==> src/rtl/neuron_pkg.sv <==
// Shared types, load-port encodings and parameter helpers for the neuron dot-product engine.
package neuron_pkg;

  typedef enum logic [1:0] {
    IDLE = 2'd0,
    MAC  = 2'd1,
    OUT  = 2'd2
  } state_t;

  localparam logic [1:0] SEL_DATA   = 2'd0;
  localparam logic [1:0] SEL_WEIGHT = 2'd1;
  localparam logic [1:0] SEL_BIAS   = 2'd2;
  localparam logic [1:0] SEL_NONE   = 2'd3;

  // Smallest accumulator that holds LANES full-width products without losing the sum.
  function automatic int min_acc_w(input int lanes, input int data_w);
    return 2 * data_w + $clog2(lanes);
  endfunction

endpackage

==> src/rtl/neuron_dot_engine_byte_serializer.sv <==
// Loads a WIDTH-bit word and streams it out MSB-first as bytes over valid/ready.
module byte_serializer #(
  parameter int WIDTH = 24
) (
  input  logic             clk,
  input  logic             rst,
  input  logic             load,
  input  logic [WIDTH-1:0] word,
  output logic [7:0]       out_byte,
  output logic             out_valid,
  input  logic             out_ready,
  output logic             last
);

  localparam int NB = WIDTH / 8;
  localparam int CW = (NB > 1) ? $clog2(NB) : 1;
  localparam logic [CW-1:0] LAST_IDX = CW'(NB - 1);

  logic [WIDTH-1:0] shift_r;
  logic [CW-1:0]    idx_r;
  logic             valid_r;
  logic             fire_s;

  assign fire_s    = valid_r & out_ready;
  assign last      = fire_s & (idx_r == LAST_IDX);
  assign out_byte  = shift_r[WIDTH-1 -: 8];
  assign out_valid = valid_r;

  // Byte shifter: the head byte stays put until the consumer accepts it.
  always_ff @(posedge clk or posedge rst) begin
    if (rst) begin
      shift_r <= {WIDTH{1'b0}};
      idx_r   <= {CW{1'b0}};
      valid_r <= 1'b0;
    end else if (load) begin
      shift_r <= word;
      idx_r   <= {CW{1'b0}};
      valid_r <= 1'b1;
    end else if (fire_s) begin
      shift_r <= shift_r << 4'd8;
      idx_r   <= idx_r + CW'(1);
      if (idx_r == LAST_IDX) begin
        valid_r <= 1'b0;
      end
    end
  end

endmodule

==> src/rtl/neuron_dot_engine.sv <==
// Single-neuron engine: byte-loaded lanes and bias, one shared MAC, optional ReLU, byte-serial result.
module neuron_dot_engine
  import neuron_pkg::*;
#(
  parameter int LANES  = 4,
  parameter int DATA_W = 8,
  parameter int ACC_W  = 24
) (
  input  logic       clk,
  input  logic       rst,
  input  logic [7:0] in_data,
  input  logic [1:0] in_sel,
  input  logic       in_valid,
  output logic       in_ready,
  input  logic       start,
  input  logic       signed_mode,
  input  logic       relu_en,
  output logic       busy,
  output logic [7:0] out_byte,
  output logic       out_valid,
  input  logic       out_ready,
  output logic       done
);

  if (LANES < 2 || DATA_W < 2 || DATA_W > 8 || (ACC_W % 8) != 0 ||
      ACC_W < min_acc_w(LANES, DATA_W)) begin : g_param_err
    $error("neuron_dot_engine: illegal LANES/DATA_W/ACC_W combination");
  end

  localparam int CNT_W = $clog2(LANES);
  localparam int PROD_W = 2 * DATA_W + 2;
  localparam logic [CNT_W-1:0] LAST_LANE = CNT_W'(LANES - 1);

  state_t state_r, state_nxt_s;

  logic [DATA_W-1:0] data_r   [LANES];
  logic [DATA_W-1:0] weight_r [LANES];
  logic [ACC_W-1:0]  bias_r, bias_nxt_s;
  logic [ACC_W-1:0]  acc_r, result_s;
  logic [CNT_W-1:0]  lane_r;
  logic              signed_r, relu_r, loaded_r, done_r;
  logic              load_fire_s, ser_load_s, ser_last_s;
  logic signed [DATA_W:0]   op_a_s, op_b_s;
  logic signed [PROD_W-1:0] prod_s;

  assign in_ready    = (state_r == IDLE);
  assign busy        = (state_r != IDLE);
  assign load_fire_s = in_valid & in_ready;
  assign ser_load_s  = (state_r == OUT) & ~loaded_r;
  assign done        = done_r;

  always_ff @(posedge clk or posedge rst) begin
    if (rst) begin
      state_r <= IDLE;
    end else begin
      state_r <= state_nxt_s;
    end
  end

  always_comb begin
    state_nxt_s = state_r;
    case (state_r)
      IDLE: begin
        if (start) state_nxt_s = MAC;
        else       state_nxt_s = IDLE;
      end
      MAC: begin
        if (lane_r == LAST_LANE) state_nxt_s = OUT;
        else                     state_nxt_s = MAC;
      end
      OUT: begin
        if (ser_last_s) state_nxt_s = IDLE;
        else            state_nxt_s = OUT;
      end
      default: state_nxt_s = IDLE;
    endcase
  end

  // The accumulator seeds from the post-beat bias so a bias byte arriving with start counts.
  always_comb begin
    if (load_fire_s && (in_sel == SEL_BIAS)) bias_nxt_s = ACC_W'({bias_r, in_data});
    else                                     bias_nxt_s = bias_r;
  end

  always_ff @(posedge clk or posedge rst) begin
    if (rst) begin
      for (int i = 0; i < LANES; i++) begin
        data_r[i]   <= {DATA_W{1'b0}};
        weight_r[i] <= {DATA_W{1'b0}};
      end
      bias_r <= {ACC_W{1'b0}};
    end else begin
      bias_r <= bias_nxt_s;
      if (load_fire_s) begin
        case (in_sel)
          SEL_DATA: begin
            data_r[0] <= in_data[DATA_W-1:0];
            for (int i = 1; i < LANES; i++) data_r[i] <= data_r[i-1];
          end
          SEL_WEIGHT: begin
            weight_r[0] <= in_data[DATA_W-1:0];
            for (int i = 1; i < LANES; i++) weight_r[i] <= weight_r[i-1];
          end
          default: ;
        endcase
      end
    end
  end

  always_comb begin
    if (signed_r) begin
      op_a_s = $signed({data_r[lane_r][DATA_W-1], data_r[lane_r]});
      op_b_s = $signed({weight_r[lane_r][DATA_W-1], weight_r[lane_r]});
    end else begin
      op_a_s = $signed({1'b0, data_r[lane_r]});
      op_b_s = $signed({1'b0, weight_r[lane_r]});
    end
    prod_s = PROD_W'(op_a_s) * PROD_W'(op_b_s);
  end

  always_ff @(posedge clk or posedge rst) begin
    if (rst) begin
      acc_r    <= {ACC_W{1'b0}};
      lane_r   <= {CNT_W{1'b0}};
      signed_r <= 1'b0;
      relu_r   <= 1'b0;
    end else begin
      case (state_r)
        IDLE: begin
          if (start) begin
            acc_r    <= bias_nxt_s;
            lane_r   <= {CNT_W{1'b0}};
            signed_r <= signed_mode;
            relu_r   <= relu_en;
          end
        end
        MAC: begin
          acc_r  <= acc_r + ACC_W'(prod_s);
          lane_r <= lane_r + CNT_W'(1);
        end
        default: ;
      endcase
    end
  end

  always_comb begin
    if (relu_r && signed_r && acc_r[ACC_W-1]) result_s = {ACC_W{1'b0}};
    else                                      result_s = acc_r;
  end

  // loaded_r gives the serializer exactly one load in the first OUT cycle.
  always_ff @(posedge clk or posedge rst) begin
    if (rst) begin
      loaded_r <= 1'b0;
      done_r   <= 1'b0;
    end else begin
      loaded_r <= (state_r == OUT) & ~ser_last_s;
      done_r   <= (state_r == OUT) & ser_last_s;
    end
  end

  byte_serializer #(.WIDTH(ACC_W)) u_ser (
    .clk       (clk),
    .rst       (rst),
    .load      (ser_load_s),
    .word      (result_s),
    .out_byte  (out_byte),
    .out_valid (out_valid),
    .out_ready (out_ready),
    .last      (ser_last_s)
  );

endmodule

==> config.mk <==
export PLATFORM = sky130hd
export DESIGN_NAME = neuron_dot_engine
export DESIGN_NICKNAME = d
export VERILOG_FILES = /design/src/rtl/neuron_pkg.sv /design/src/rtl/neuron_dot_engine_byte_serializer.sv /design/src/rtl/neuron_dot_engine.sv
export SDC_FILE = /design/constraint.sdc
export NUM_CORES = 1
export LEC_CHECK = 0
export CELL_PAD_IN_SITES_DETAIL_PLACEMENT = 1
export CELL_PAD_IN_SITES_GLOBAL_PLACEMENT = 1
export CORE_MARGIN = 10
export CORE_UTILIZATION = 25
export DETAILED_ROUTE_END_ITERATION = 12
export GPL_ROUTABILITY_DRIVEN = 0
export PLACE_DENSITY_LB_ADDON = 0.1
export SYNTH_ARGS = -nofsm -noshare
export SYNTH_HDL_FRONTEND = slang
export SYNTH_SLANG_ARGS = --single-unit
==> constraint.sdc <==
create_clock -name clk -period 8.7 [get_ports clk]
set_clock_uncertainty 0.2 [all_clocks]
set_input_delay 1.74 -clock clk [delete_from_list [all_inputs] [get_ports clk]]
set_output_delay 1.74 -clock clk [all_outputs]
set_load 0.005 [all_outputs]
* Yosys cells after proc, flatten, opt, wreduce, memory -nomap -nowiden
Index checks and enable logic that the tools add are counted.
Operators by class: reduce and logical (&&, ||, !) cells 14, equality and inequality tests 7, magnitude comparators 1, bitwise operators 9, $add $sub $neg 3, multipliers 1, mux-type cells 25
Operator list (count):
- $mux 24 | 5
- $pmux 24 s2 | 1
- $bmux 8 s2 | 2
- $mux 8 | 4
- $add 24x24->24 | 1
- $mul 9x9->18 | 1
- $mux 9 | 2
- $mux 2 | 5
- $reduce_and 2->1 | 5
- $eq 2x2->1 const B | 4
- $reduce_bool 2->1 | 4
- $and 1x1->1 | 6
- $pmux 2 s3 | 1
- $add 2x1->2 const B | 2
- $eq 2x1->1 const B | 2
- $logic_not 2->1 | 2
- $mux 1 | 4
- $pmux 2 s2 | 1
- $ge 3x3->1 const B | 1
- $logic_and 1x1->1 | 3
- $not 2->3 | 1
- $ne 2x1->1 const B | 1
- $not 1->1 | 2
Storage, ports and cells: flip-flop bits (word level) 147, word-level logic and storage cells 79, input port bits 17

* Logic depth before layout (Yosys ltp)
Gate-level depths: netlist of run 1.
depth after elaboration 8, mapped depth 32, mapped depth without buffers 30

* Modules after synthesis
Synthesis of run 1 repeated with hierarchy kept, for this count alone.
Second synthesis, totals: cell total of the unflattened synthesis 1002, area, all modules 10769.1 um^2
Modules (own cells, without submodules):
- neuron_dot_engine | instances 1, area each 9306.4 um^2, cells an instance 853
- byte_serializer | instances 1, area each 1462.7 um^2, cells an instance 149

* Least setup slack after synthesis of run 1
Ideal clock, no wire load.
path kind flip-flop to flip-flop, start point register lane_r[0], end point register acc_r[21], clock period less this slack 7966 ps, setup time 76 ps, cell stages (with the launch flop) 31, arrival 7690 ps, path slack 734 ps, path through dfrtp_1 > buf_2 > buf_2 > mux4_2 > or2_2 > fa_1 > fa_1 > inv_1 > fa_1 > fa_1 > inv_1 > fa_1 > inv_1 > ha_1 > inv_1 > o21bai_1 > a21oi_1 > nor2b_1 > o21a_1 > o311a_1 > nor2_1 > xnor2_1 > ha_1 > a21oi_1 > and3b_1 > a31oi_4 > a211o_1 > and3_1 > o21ai_1 > mux2_1 > o21ai_1
On the way: longest elaborated chain between the ends 8
RTL lines:
- start, declared | line neuron_dot_engine.sv:40 | logic [CNT_W-1:0] lane_r;
- start signal, assigned | line neuron_dot_engine.sv:124 | lane_r <= {CNT_W{1'b0}};
- start signal, assigned | line neuron_dot_engine.sv:132 | lane_r <= {CNT_W{1'b0}};
- start signal, assigned | line neuron_dot_engine.sv:139 | lane_r <= lane_r + CNT_W'(1);
- $not 2->3 (implied by the code) *
- $bmux 8 s2 (on tied branches)
- $mux 8 (on tied branches) (2 in a row)
- $mux 9 | line neuron_dot_engine.sv:111 | if (signed_r) begin
- $mul 9x9->18 * | line neuron_dot_engine.sv:118 | prod_s = PROD_W'(op_a_s) * PROD_W'(op_b_s);
- $add 24x24->24 * | line neuron_dot_engine.sv:138 | acc_r <= acc_r + ACC_W'(prod_s);
- $pmux 24 s2 * | line neuron_dot_engine.sv:128 | case (state_r)
- end signal, assigned | line neuron_dot_engine.sv:123 | acc_r <= {ACC_W{1'b0}};
- end signal, assigned | line neuron_dot_engine.sv:131 | acc_r <= bias_nxt_s;
- end signal, assigned | line neuron_dot_engine.sv:138
- end, declared | line neuron_dot_engine.sv:39 | logic [ACC_W-1:0] acc_r, result_s;
Mark *: on every way between the ends. The rest lies on a longest branch, timed or not. The select of a mux whose other input is x is not followed. A chain may end at the register's enable or synchronous reset.

* Worst setup path in the final report of run 1
start point register lane_r[1], end point register acc_r[21]
The elaborated chain is that of the path after synthesis.

==> flow_summary.toml, run 1 <==
[outcome]
status = "complete, no violations"

[routing]
post-route-drc-count = 0
detailedRoute.firstIterationViolations = 245
firstDrtPassIters = 4
routed-via-count = 6706
wirelength_mm = 27.37
wire_per_inst_um = 18.55
detail-route-antenna-nets = 0
avgViaCountPerCell = 4.543

[sta]
timing_worst_slew_pin_value_ps = 1074
hold_viol_final = 0
slew_violations = 0
worst_case_headroom_to_the_max_slew_limit = 0.2825
finalWorstPathRequiredPeriod_ps = 8094
final_setup_vio_count = 0
rsz0062_at_grt = "false"
post-route-worst-setup-slack_ps = 605.7
fin_tns_setup_ps = 0
timing.fmax_mhz = 123.5
final.period_utilization = 0.9304

[clock_tree]
insertion_delay_ps = 430
clkTransAtPathRegs_ps = 70
htree_num_levels = 4
clock_tree_from_tritoncts = "built"
cts_inserted_buffers = 17
tritoncts_num_sinks = 147
ctsLongestPathBuffers = 2
root_cell_of_the_clock_tree = "sky130_fd_sc_hd__clkbuf_16"
holdBufCountCts = 0

[logic_synthesis]
yosys.area.top_type_share = 0.3601
netlist_top_cells_area = "sky130_fd_sc_hd__dfrtp_1, sky130_fd_sc_hd__fa_1, sky130_fd_sc_hd__mux2_2, sky130_fd_sc_hd__ha_1, sky130_fd_sc_hd__mux4_2"
syn-num-nets = 1061
top_count_cell_post_synth = "sky130_fd_sc_hd__dfrtp_1"
number_of_flops_mapped_to_enable_cells_by_yosys = 0
synth.ff_latch_count = 147
synth_adder_area_share = 0.2182
synth.area.mux_share = 0.1520
synth_cells = 909
synth_simple_gate_area_share = 0.09210
synth-compound-area-share = 0.09443
synth.yosys.seq_area_share = 0.3601
synth_top_family_by_area = "adder cells"
synth.avg_cell_area_um2 = 11.24
synth_cell_type_count = 55
synth_ff_type = "sky130_fd_sc_hd__dfrtp_1"
netlist_area_um2 = 10220
synthXorXnorAreaFrac = 0.03344
synth_largest_area_cell = "sky130_fd_sc_hd__dfrtp_1"
synth_async_sr_flop_share = 1.000
number_of_warnings_printed_during_yosys_synthesis = 0
synth_commonest_cells = "sky130_fd_sc_hd__dfrtp_1, sky130_fd_sc_hd__inv_1, sky130_fd_sc_hd__mux2_2"

[global_routing]
grt_antenna_before_repair = 3
largest_net_degree_at_the_start_of_global_routing = 80
wire_length_of_the_first_global_routing_pass_mm = 44.59
first_global_vias = 7479
grtUsageTotal = 0.1147
grt.overflow.total = 0

[cells_and_area]
antenna-diode-count = 0
layout.nets = 1090
synthToLayoutAreaGrowth_pct = 14.92
multiInputGateArea_um2 = 6041
number_of_fillers_in_the_final_layout = 4390
regArea_um2 = 3680
final_layout_size_suffix_gt1_frac = 0.1777

[critical_path]
number_of_buffer_and_inverter_instances_along_the_worst_setup_path = 5
worst_setup_path_start_kind = "flip-flop"
cp-end-kind = "flip-flop"
critical_path_peak_fanout = 12
crit_path_max_incr_delay_ps = 540
setup.worst_path.start = "lane_r[1]"
required_time_of_the_critical_path_ps = 8860
startpoint_to_endpoint_class_of_the_critical_path = "flip-flop to flip-flop"
critical_path.slowest_cell = "sky130_fd_sc_hd__fa_1"
cpMostUsedCell = "sky130_fd_sc_hd__fa_1"
rr_startpoint = "lane_r[1]"
critPathTopFamily = "adder cells"
data_arrival_critical_path_ps = 8260

[die]
initial_core_util = 0.2548
core_area_um2 = 40100
ios = 29
die_width_um = 222.2
die_boundary_height_um = 222.2
rows = 73
design.die.area_um2 = 49350

[min_path]
hold_path_class = "flip-flop to flip-flop"
hold_crit_start = "weight_r[6]"

[place]
preCtsSetupSlack_ps = 388.7
place_hpwl_mm = 21.37
placement.io_buffers = 28

[flow_run]
max_cap_violations = 0
cell usage in the layout, fill, tap and decap left out, types with 4 or more instances in the layout:
cell,count
sky130_fd_sc_hd__a21o_1,12
sky130_fd_sc_hd__a21oi_1,23
sky130_fd_sc_hd__a22o_1,8
sky130_fd_sc_hd__a22oi_1,16
sky130_fd_sc_hd__and2_1,40
sky130_fd_sc_hd__and3_1,4
sky130_fd_sc_hd__buf_4,16
sky130_fd_sc_hd__clkbuf_16,17
sky130_fd_sc_hd__clkdlybuf4s50_1,28
sky130_fd_sc_hd__clkinv_2,4
sky130_fd_sc_hd__dfrtp_1,146
sky130_fd_sc_hd__fa_1,72
sky130_fd_sc_hd__ha_1,63
sky130_fd_sc_hd__inv_1,90
sky130_fd_sc_hd__mux2_2,88
sky130_fd_sc_hd__mux2i_1,19
sky130_fd_sc_hd__mux4_2,16
sky130_fd_sc_hd__nand2_1,80
sky130_fd_sc_hd__nand2b_1,6
sky130_fd_sc_hd__nand3_1,9
sky130_fd_sc_hd__nor2_1,33
sky130_fd_sc_hd__nor2b_1,9
sky130_fd_sc_hd__nor3_1,4
sky130_fd_sc_hd__o21ai_0,42
sky130_fd_sc_hd__o21ai_1,5
sky130_fd_sc_hd__o21bai_1,5
sky130_fd_sc_hd__xnor2_1,25
sky130_fd_sc_hd__xor2_1,14
area by class of cell:
cell class / instances / share of cell area
sequential: 147 / 0.3134
clock buffer: 20 / 0.03975
timing repair buffer: 45 / 0.03581
tap: 525 / 0.05595
multi-input combinational: 636 / 0.5145
clock inverter: 12 / 0.01098
inverter: 91 / 0.02952
flip-flops by register name, indices dropped and copies added (netlist names):
register	count
weight_r	32
done	1
u_ser.out_valid	1
u_ser.shift_r	24
state_r	2
u_ser.idx_r	2
relu_r	1
lane_r	2
bias_r	24
data_r	32
loaded_r	1
acc_r	24
signed_r	1
per-layer routing:
metal  vias to the layer above  wire length [um]  global-route usage  share of wire
li1                       3160                 -                   -              -
met1                      3480             13110              0.1484           0.48
met2                        52             13450              0.1941           0.49
met3                        14               528             0.01991          0.019
met4                         0               283             0.02624          0.010
met5                         -                 0                   0              0
worst register-to-register path, delay by kind of cell (launching register included):
family,cells,cell delay (ps)
AOI/OAI and AO/OA,9,1660
xor gates and xnor gates,1,130
adders and majority gates,7,3240
buffers and inverters,5,540
DFF,1,520
muxes,2,780
and+or+nand+nor,5,940
cells by family (layout without fill, tap and decap cells):
group | Yosys count | count (layout)
fa+ha+maj | 135 | 135
simple gates | 197 | 197
mux | 124 | 124
flops | 147 | 147
xor+xnor | 39 | 39
compound gates | 141 | 141
buf+inv | 126 | 168
worst paths after layout:
path / end / slack, ps / depth (start not counted)
max: acc_r[21] / 610 / 29
max in group asynchronous: bias_r[17] / 5220 / 3
min: weight_r[6] / 300 / 1
max reg2reg: acc_r[21] / 610 / 29
min reg2reg: weight_r[6] / 300 / 1
min in group asynchronous: weight_r[26] / 1630 / 2
timing repair:
action / CTS / global route
endpoints found under the setup margin: 0 / 3
gates resized for setup: 0 / 1
setup buffers: 0 / 0
through the flow:
step / util / cell area, um^2 / instances / hold slack (ps)
floorplan: - / 10220 / 909 / 268.3
global placement: 0.2779 / 11140 / 1444 / 281.5
detailed placement: 0.2779 / 11140 / 1444 / 287.4
CTS: 0.2928 / 11740 / 1476 / 302.0
global route: 0.2928 / 11740 / 1476 / 314.6
finish: 0.2928 / 11740 / 1476 / 299.3
Power of run 1 is left out: the tool's default activity adds up to more than one toggle a clock period on the data nets, which glitch-free logic cannot reach.
==> inputs of run 2 (changes only) <==
Settings changed: CORE_UTILIZATION 25 to 51, CTS_CLUSTER_SIZE from default to 40.
==> flow_summary.toml, run 2 (synthesis gave the netlist of run 1 again) <==
[routing]
firstDrtPassIters = 4
wire_per_inst_um = 20.98
post-route-drc-count = 0
detailedRoute.firstIterationViolations = 374
routed-via-count = 6855
wirelength_mm = 25.52
detail-route-antenna-nets = 0
avgViaCountPerCell = 5.637

[clock_tree]
root_cell_of_the_clock_tree = "sky130_fd_sc_hd__clkbuf_16"
cts_inserted_buffers = 17
tritoncts_num_sinks = 147
holdBufCountCts = 0
clock_tree_from_tritoncts = "built"
ctsLongestPathBuffers = 2
clkTransAtPathRegs_ps = 70
insertion_delay_ps = 440
htree_num_levels = 4

[cells_and_area]
mostFrequentLayoutCell = "sky130_fd_sc_hd__dfrtp_1"
layout.nets = 1090
finish.utilization = 0.5801
biggestRegsByFlops = "data_r (32), weight_r (32)"
final_layout_size_suffix_gt1_frac = 0.1788
leading_cell_types_in_the_layout_fill_and_taps_excluded = "sky130_fd_sc_hd__dfrtp_1, sky130_fd_sc_hd__inv_1, sky130_fd_sc_hd__mux2_2, sky130_fd_sc_hd__nand2_1, sky130_fd_sc_hd__fa_1"
antenna-diode-count = 0
synthToLayoutAreaGrowth_pct = 11.23

[critical_path]
rr_startpoint = "lane_r[0]"
crit_path_end = "acc_r[21]"
startpoint_to_endpoint_class_of_the_critical_path = "flip-flop to flip-flop"
number_of_buffer_and_inverter_instances_along_the_worst_setup_path = 5
cpMostUsedCell = "sky130_fd_sc_hd__fa_1"
required_time_of_the_critical_path_ps = 8850
setup.reg_to_reg.worst_slack_ps = 560
critical_path_peak_fanout = 11
critical_path.slowest_cell = "sky130_fd_sc_hd__mux4_2"
critPathTopFamily = "adder cells"
setup.worst_path.start = "lane_r[0]"
end_of_the_worst_register_to_register_path = "acc_r[21]"
critical_path_cell_count = 30
cp-end-kind = "flip-flop"
data_arrival_critical_path_ps = 8290
worst_setup_path_start_kind = "flip-flop"
rr_worst_depth = 30
crit_path_max_incr_delay_ps = 650

[global_routing]
first_global_vias = 7755
grtUsageTotal = 0.2028
grt.overflow.total = 0
grt_antenna_before_repair = 0
largest_net_degree_at_the_start_of_global_routing = 77
wire_length_of_the_first_global_routing_pass_mm = 42.21

[min_path]
hold_path_class = "flip-flop to flip-flop"
min_delay_path_depth = 1

[sta]
timing.fmax_mhz = 122.9
rsz0062_at_grt = "false"
timing_worst_slew_pin_value_ps = 1080
worst_case_headroom_to_the_max_slew_limit = 0.2788
final_setup_vio_count = 0
final.period_utilization = 0.9352
fin_tns_setup_ps = 0
finalWorstPathRequiredPeriod_ps = 8136
slew_violations = 0
hold_viol_final = 0

[die]
die_boundary_height_um = 161.5
core_area_um2 = 19590
design.die.area_um2 = 26090
initial_core_util = 0.5215
die_width_um = 161.5
rows = 51
ios = 29

[flow_run]
max_cap_violations = 0

[outcome]
status = "complete, no violations"

[place]
placement.io_buffers = 28
place_hpwl_mm = 19.34
run 2: worst min-delay path by stage:
stage | slack (ps) | from | end
floorplan | 270 | relu_r | relu_r
detailed placement | 290 | bias_r[19] | bias_r[19]
finish | 300 | bias_r[18] | bias_r[18]
CTS | 300 | bias_r[19] | bias_r[19]
global route | 330 | weight_r[3] | weight_r[3]
global placement | 280 | bias_r[22] | bias_r[22]
run 2: through the flow:
stage / instance area, um^2 / hold WS, ps / cells / setup slack (ps)
after global placement: 10780 / 283.3 / 1180 / 527.7
after CTS: 11330 / 302.6 / 1212 / 282.4
after detailed placement: 10780 / 285.3 / 1180 / 294.2
after floorplan: 10220 / 268.3 / 909 / 733.8
final: 11360 / 300.2 / 1216 / 563.7
after global routing: 11360 / 331.4 / 1216 / 76.63
run 2: layer usage:
metal	global-route usage	wire length, um
met2	0.3423	12780
met4	0.05624	377
met3	0.03228	685
met1	0.2648	11680
met5	0	0
run 2: repair_timing:
action | CTS | global route
resized for setup | 0 | 2
buffers inserted | 0 | 4
endpoints found under the setup margin | 0 | 4
run 2: final cells by class:
| class | instances | area (um^2) |
|---|---|---|
| Fill cell | 2082 | 8227 |
| Clock inverter | 12 | 96.34 |
| Tap cell | 265 | 331.6 |
| Multi-Input combinational cell | 636 | 6043 |
| Inverter | 91 | 346.6 |
| Sequential cell | 147 | 3681 |
| Clock buffer | 20 | 456.7 |
| Timing Repair Buffer | 45 | 407.9 |
Power of run 2 is left out for the same reason.
==> inputs of run 3 (changes only) <==
Settings changed: GPL_ROUTABILITY_DRIVEN 0 to 1.
==> flow_summary.toml, run 3 (synthesis gave the netlist of run 1 again) <==
[outcome]
status = "complete, no violations"

[clock_tree]
holdBufCountCts = 0
clock_tree_from_tritoncts = "built"
clkTransAtPathRegs_ps = 70
ctsLongestPathBuffers = 2
postCtsResizedCells = 0
insertion_delay_ps = 440
tritoncts_num_sinks = 147
cts_inserted_buffers = 17
htree_num_levels = 4
post_cts_setup_buffer_count = 0
root_cell_of_the_clock_tree = "sky130_fd_sc_hd__clkbuf_16"

[global_routing]
grt.overflow.total = 0
grt_antenna_before_repair = 0
wire_length_of_the_first_global_routing_pass_mm = 43.06
largest_net_degree_at_the_start_of_global_routing = 75
first_global_vias = 7785
grtUsageTotal = 0.2081

[sta]
post-route-worst-setup-slack_ps = 506.2
worst_case_headroom_to_the_max_slew_limit = 0.2749
slew_violations = 0
timing_worst_slew_pin_value_ps = 1085
final.period_utilization = 0.9418
fin_tns_setup_ps = 0
hold_viol_final = 0
rsz0062_at_grt = "false"
finalWorstPathRequiredPeriod_ps = 8194
timing.fmax_mhz = 122.0
final_setup_vio_count = 0

[min_path]
min_delay_path_depth = 1
hold_crit_start = "bias_r[18]"
timing.hold.worst_endpoint = "bias_r[18]"
hold_path_class = "flip-flop to flip-flop"

[cells_and_area]
antenna-diode-count = 0
stdcell_count = 1212
final_layout_size_suffix_gt1_frac = 0.1742
leading_cell_types_in_the_layout_fill_and_taps_excluded = "sky130_fd_sc_hd__dfrtp_1, sky130_fd_sc_hd__inv_1, sky130_fd_sc_hd__mux2_2, sky130_fd_sc_hd__nand2_1, sky130_fd_sc_hd__fa_1"
biggestRegsByFlops = "data_r (32), weight_r (32)"
number_of_fillers_in_the_final_layout = 2045
mostFrequentLayoutCell = "sky130_fd_sc_hd__dfrtp_1"
synthToLayoutAreaGrowth_pct = 11.14
layout.nets = 1086

[critical_path]
critical_path.slowest_cell = "sky130_fd_sc_hd__mux4_2"
rr_startpoint = "lane_r[0]"
required_time_of_the_critical_path_ps = 8860
setup.worst_path.start = "lane_r[0]"
critical_path_cell_count = 30
end_of_the_worst_register_to_register_path = "acc_r[21]"
data_arrival_critical_path_ps = 8350
rr_worst_depth = 30
critPathTopFamily = "adder cells"
setup.reg_to_reg.worst_slack_ps = 510
startpoint_to_endpoint_class_of_the_critical_path = "flip-flop to flip-flop"
worst_setup_path_start_kind = "flip-flop"
critical_path_peak_fanout = 9
number_of_buffer_and_inverter_instances_along_the_worst_setup_path = 6
cp-end-kind = "flip-flop"
crit_path_max_incr_delay_ps = 640

[die]
die_boundary_height_um = 161.5
design.die.area_um2 = 26090
initial_core_util = 0.5215
ios = 29
rows = 51
core_area_um2 = 19590
die_width_um = 161.5

[routing]
avgViaCountPerCell = 5.708
wirelength_mm = 26.09
routed-via-count = 6918
wire_per_inst_um = 21.52
post-route-drc-count = 0
detail-route-antenna-nets = 0
firstDrtPassIters = 5
detailedRoute.firstIterationViolations = 352

[place]
placement.io_buffers = 28
preCtsSetupSlack_ps = 292.6
place_hpwl_mm = 20.16
place_inst = 1180
gpl.final_weighted_congestion = 0.8838

[flow_run]
max_cap_violations = 0
[run 3: cell count changes in the layout (fill, tap and decap cells not counted), sizes merged]
| cell | change |
|---|---|
| clkbuf | -2 |
| bufinv | +1 |
| buf | -4 |
| inv | +1 |
[run 3: stage by stage]
stage,hold slack (ps),util,cell area [um^2]
after CTS,300.6,0.5795,11350
after global routing,316.5,0.5796,11350
after detailed placement,285.7,0.5502,10780
final,295.8,0.5796,11350
after global placement,283.1,0.5502,10780
after floorplan,268.3,-,10220
[run 3: layer usage]
| metal | track usage | part of all wire | vias to the layer above |
|---|---|---|---|
| met2 | 0.3613 | 0.51 | 95 |
| met1 | 0.2692 | 0.45 | 3653 |
| li1 | - | - | 3149 |
| met3 | 0.03482 | 0.029 | 21 |
| met5 | 0 | 0 | - |
| met4 | 0.03929 | 0.0078 | 0 |
[run 3: layout make-up]
type	count	area, um^2	share of cell area
Multi-Input combinational cell	636	6043	0.5322
Sequential cell	147	3680	0.3241
Clock buffer	18	429.2	0.03780
Timing Repair Buffer	41	377.9	0.03328
Inverter	91	346.6	0.03052
Tap cell	265	331.6	0.02920
Clock inverter	14	146.4	0.01289
[run 3: how the worst max path moves through the flow]
stage / slack, ps / to
floorplan: 730 / acc_r[21]
global placement: 530 / acc_r[21]
detailed placement: 290 / acc_r[21]
CTS: 280 / acc_r[21]
global route: 30 / acc_r[21]
finish: 510 / acc_r[21]
Power of run 3 is left out for the same reason.
==> RTL change 1 (flow settings as in run 1) <==
The 3 states of `state_t` get a one-hot encoding in 3 bits.
--- a/src/rtl/neuron_pkg.sv
+++ b/src/rtl/neuron_pkg.sv
@@ -1,10 +1,10 @@
 // Shared types, load-port encodings and parameter helpers for the neuron dot-product engine.
 package neuron_pkg;
 
-  typedef enum logic [1:0] {
-    IDLE = 2'd0,
-    MAC  = 2'd1,
-    OUT  = 2'd2
+  typedef enum logic [2:0] {
+    IDLE = 3'b001,
+    MAC  = 3'b010,
+    OUT  = 3'b100
   } state_t;
 
   localparam logic [1:0] SEL_DATA   = 2'd0;
Check against the original RTL: no difference found for any inputs over 4 cycles, from zero or initial values and one cycle with rst high; so few cycles prove little.
==> RTL change 1 against run 1 <==
Wire length up 3.0%. Critical endpoint is now acc_r[23]. Sequential share of layout area about the same. Area after synthesis up 0.78%. Critical path depth down 3. Sequential cell count up 1. Largest cell class unchanged. Cell area up 0.54%. Worst setup slack better by 0.16 ns.
Power is left out: the tool's default activity adds up to more than one toggle a clock period on the data nets, which glitch-free logic cannot reach.
==> RTL change 1: results (changes against run 1) <==
Hold WS=0.302 ns (+0.00224 ns); share of cell area taken by multi-input logic gates=51.6% (+0.11 points); Buf+Inv Stages, Crit Path=4 (-1); CP arrival=8.09 ns (-0.17 ns); M2 GR Usage=19.1% (-0.31 points); cells on worst reg2reg path=26 (-10%); Worst Path Max Fanout=16 (+4); post-synthesis sequential area ratio=36.0% (about the same); Netlist cell types=51 (-7.3%); # clk buffers=18 (-10%); class of the worst hold path=reg2reg; met2 WL=13,500 um (about the same); first-pass GRT wire length=45,700 um (+2.4%); synth cell count leaders=dfrtp_1 (147), inv_1 (94), nand2_1 (92), mux2_2 (89), fa_1 (72); Iter 0 DRT Violations=314 (+28%); multi-input gates=678 (+6.6%); DP HPWL=22,000 um (+3.0%); Final #Nets=1,133 (+3.9%); routed via count=6,896 (+2.8%); worst slew pin tran=0.835 ns (-0.238 ns); largest net degree at the start of global routing=88 (+10%); clk_lat worst skew=0.45 ns (+0.02 ns); hold path depth=1 (unchanged); crit path to=acc_r[23]; # clock sinks=148 (+0.68%); Slowest-stage cell, CP=mux4_2; Reg2Reg Setup Slack=0.77 ns (+0.16 ns); Antenna diodes=0 (unchanged); ratio of cells with drive above 1 in the final layout=16.9% (-0.87 points); GR Util met1=15.7% (+0.81 points); post-CTS sizing=0 (unchanged); Clk pin slew, worst setup/hold paths=0.07 ns (about the same); number of global-route vias before repair=7,717 (+3.2%); buffering overhead=3.37% (-0.21 points); clock network share of area=5.00% (-0.070 points); Worst Hold Path EP=bias_r[23]; drt wl/cell=18.5 um (-0.37%); M1 wire length=14,000 um (+6.5%); wire length on met3=457 um (-13%); CTS buffer count=17 (unchanged); Hold Crit Start=bias_r[23]; r2r startpoint=lane_r[0]; Non-clk bufs=42 (-6.7%); Root Driver=clkbuf_16; Non-clock inverters=94 (+3.3%); antenna violations before repair=1 (-2); status=finished clean; Pre-antenna DRT Iters=4 (unchanged); Global Route Usage Sum=11.7% (+0.24 points); Register Area=0.00370 mm2 (+0.68%); M3 GR Usage=1.90% (-0.095 points); top cells by area, synth=dfrtp_1 (36%), fa_1 (14%), mux2_2 (9.7%), ha_1 (7.7%), mux4_2 (3.5%); CP max stage delay=0.60 ns (+0.06 ns); Fill cells=4,588 (+4.5%); top sig layer=met4
[RTL change 1: cell types whose count changed in the layout (fill, tap and decap cells not counted), moves of 4 or more]
cell / change
a21oi_1: +17
nand2_1: +12
o21ai_0: +4
or3_1: +7
nor2_1: +35
mux2i_1: -13
a22oi_1: -6
o21ai_1: -5
nor2b_1: -7
[RTL change 1: stage by stage]
stage | worst slack, ns | cell area [um2] | std cells
floorplan | 0.698 | 10300 | 957
global placement | 0.580 | 11200 | 1494
detailed placement | 0.435 | 11200 | 1494
CTS | 0.405 | 11800 | 1526
global route | 0.123 | 11800 | 1526
finish | 0.769 | 11800 | 1526
[RTL change 1: cells by family (layout without fill, tap and decap cells)]
family / after synthesis / count (layout) / share of synthesized area, %
simple gates: 245 / 245 / 11.0
fa+ha+maj: 135 / 135 / 21.7
flops: 148 / 148 / 36.0
buf+inv: 131 / 168 / 5.08
compound gates: 152 / 152 / 9.35
mux: 111 / 111 / 13.8
xor+xnor: 35 / 35 / 3.12
==> RTL change 2 (config.mk and constraints of run 1) <==
Made on the original files. Change the parameter `DATA_W` from 8 to 7.
--- a/src/rtl/neuron_dot_engine.sv
+++ b/src/rtl/neuron_dot_engine.sv
@@ -3,7 +3,7 @@
   import neuron_pkg::*;
 #(
   parameter int LANES  = 4,
-  parameter int DATA_W = 8,
+  parameter int DATA_W = 7,
   parameter int ACC_W  = 24
 ) (
   input  logic       clk,
Behaviour: not the same (Yosys sat finds a counterexample within 10 cycles, from zero or initial values and one cycle with rst high).
==> RTL change 2 against run 1 <==
Global-route usage increased by 0.41 points. Sequential cell count decreased by 8. Cell area decreased by 6.7%. Wire length fell by 3.0%. Count of clock-buffer cells in the layout decreased by 3. Worst setup slack lost 0.029 ns. Area after synthesis shrank 7.5%. Critical path type unchanged.
Power is not shown: default switching activity piles up to over one toggle a cycle in this logic, so the estimate is an artifact.
==> RTL change 2: results (changes against run 1) <==
Slew HR=30.4% (+2.2 points); Worst Hold Path EP=data_r[1]; cells on worst reg2reg path=26 (-10%); DP HPWL=20,600 um (-3.6%); wire length on met3=569 um (+7.8%); top sig layer=met4; CTS Buffer Depth=2 (unchanged); Post-DP Area=0.0103 mm2 (-7.2%); M2 GR Usage=18.0% (-1.4 points); CTS H-tree lvls=4 (unchanged); first-pass GRT wire length=42,200 um (-5.4%); met2 WL=11,800 um (-12%); M1 wire length=13,900 um (+6.3%); largest registers=data_r x28, weight_r x28; Worst Path Max Fanout=8 (-4); Netlist cell types=56 (+1.8%); Iter 0 DRT Violations=249 (+1.6%); hold path depth=1 (unchanged); routed via count=6,201 (-7.5%); M3 GR Usage=1.79% (-0.20 points); Clk pin slew, worst setup/hold paths=about 0.06 ns; kind of critical path=reg2reg; ratio of cells with drive above 1 in the final layout=12.1% (-5.7 points); CP arrival=8.23 ns (-0.03 ns); class of the worst hold path=reg2reg; number of global-route vias before repair=6,813 (-8.9%); synth cell count leaders=dfrtp_1 (139), inv_1 (100), nand2_1 (66), fa_1 (56), ha_1 (55); r2r startpoint=lane_r[0]; Global Route Usage Sum=11.9% (+0.41 points); post-synthesis sequential area ratio=36.8% (+0.82 points); Post-Syn Nets=983 (-7.4%); antenna violations before repair=1 (-2); post-CTS setup buffer count=0 (unchanged); clk_lat worst skew=between 0.4 and 0.5 ns; top cells by area, synth=dfrtp_1 (37%), fa_1 (12%), ha_1 (7.3%), mux2_1 (5.4%), mux2_2 (4.4%); largest net degree at the start of global routing=78 (-2.5%); PortBufs=28 (unchanged); Reg2Reg Setup Slack=0.58 ns (-0.03 ns); Final #Nets=1,011 (-7.2%); GR Util met1=17.3% (+2.5 points); status=finished clean; crit path to=acc_r[23]; Hold Crit Start=data_r[1]; WL final=26,500 um (-3.0%)
## RTL change 2: stage by stage
| stage | instances | worst slack (ns) | util (%) | hold WS [ns] |
|---|---|---|---|---|
| CTS | 1405 | 0.513 | 29.2 | 0.287 |
| finish | 1405 | 0.577 | 29.2 | 0.282 |
| global placement | 1375 | 0.646 | 27.6 | 0.265 |
| global route | 1405 | 0.0998 | 29.2 | 0.303 |
| floorplan | 855 | 0.902 | - | 0.253 |
| detailed placement | 1375 | 0.529 | 27.6 | 0.271 |
## RTL change 2: final cells by class
| cell class | count | area, um2 |
|---|---|---|
| clock buffers | 17 | 425 |
| multi-input cells | 582 | 5450 |
| flip-flops and latches | 139 | 3480 |
| repair buffers | 43 | 393 |
| inverters | 100 | 380 |
| well taps | 511 | 639 |
| fillers | 4246 | 26500 |
| clock inverters | 13 | 193 |
## RTL change 2: critical path, cell delays in order (launching register included)
cell      delay, ns
dfrtp_1        0.63
buf_4          0.25
mux4_2         0.60
or2_1          0.27
fa_1           0.52
fa_1           0.55
inv_1          0.06
fa_1           0.53
inv_1          0.05
fa_1           0.53
inv_1          0.04
ha_1           0.32
a21oi_1        0.23
o21bai_1       0.09
a21oi_1        0.22
o21bai_1       0.09
a21oi_1        0.28
nor4bb_1       0.10
a211o_1        0.27
ha_1           0.36
nand2_1        0.06
or3_1          0.37
o31ai_1        0.46
a41oi_1        0.22
xnor3_1        0.23
a21o_1         0.19
a221o_1        0.28
## RTL change 2: logic make-up after synthesis
kind of cell               share of synthesized area [%]
AOI/OAI and AO/OA                                   11.4
xor gates and xnor gates                            3.30
adders and majority gates                           19.2
buffers and inverters                               5.68
DFF                                                 36.8
muxes                                               15.1
and+or+nand+nor                                     8.54
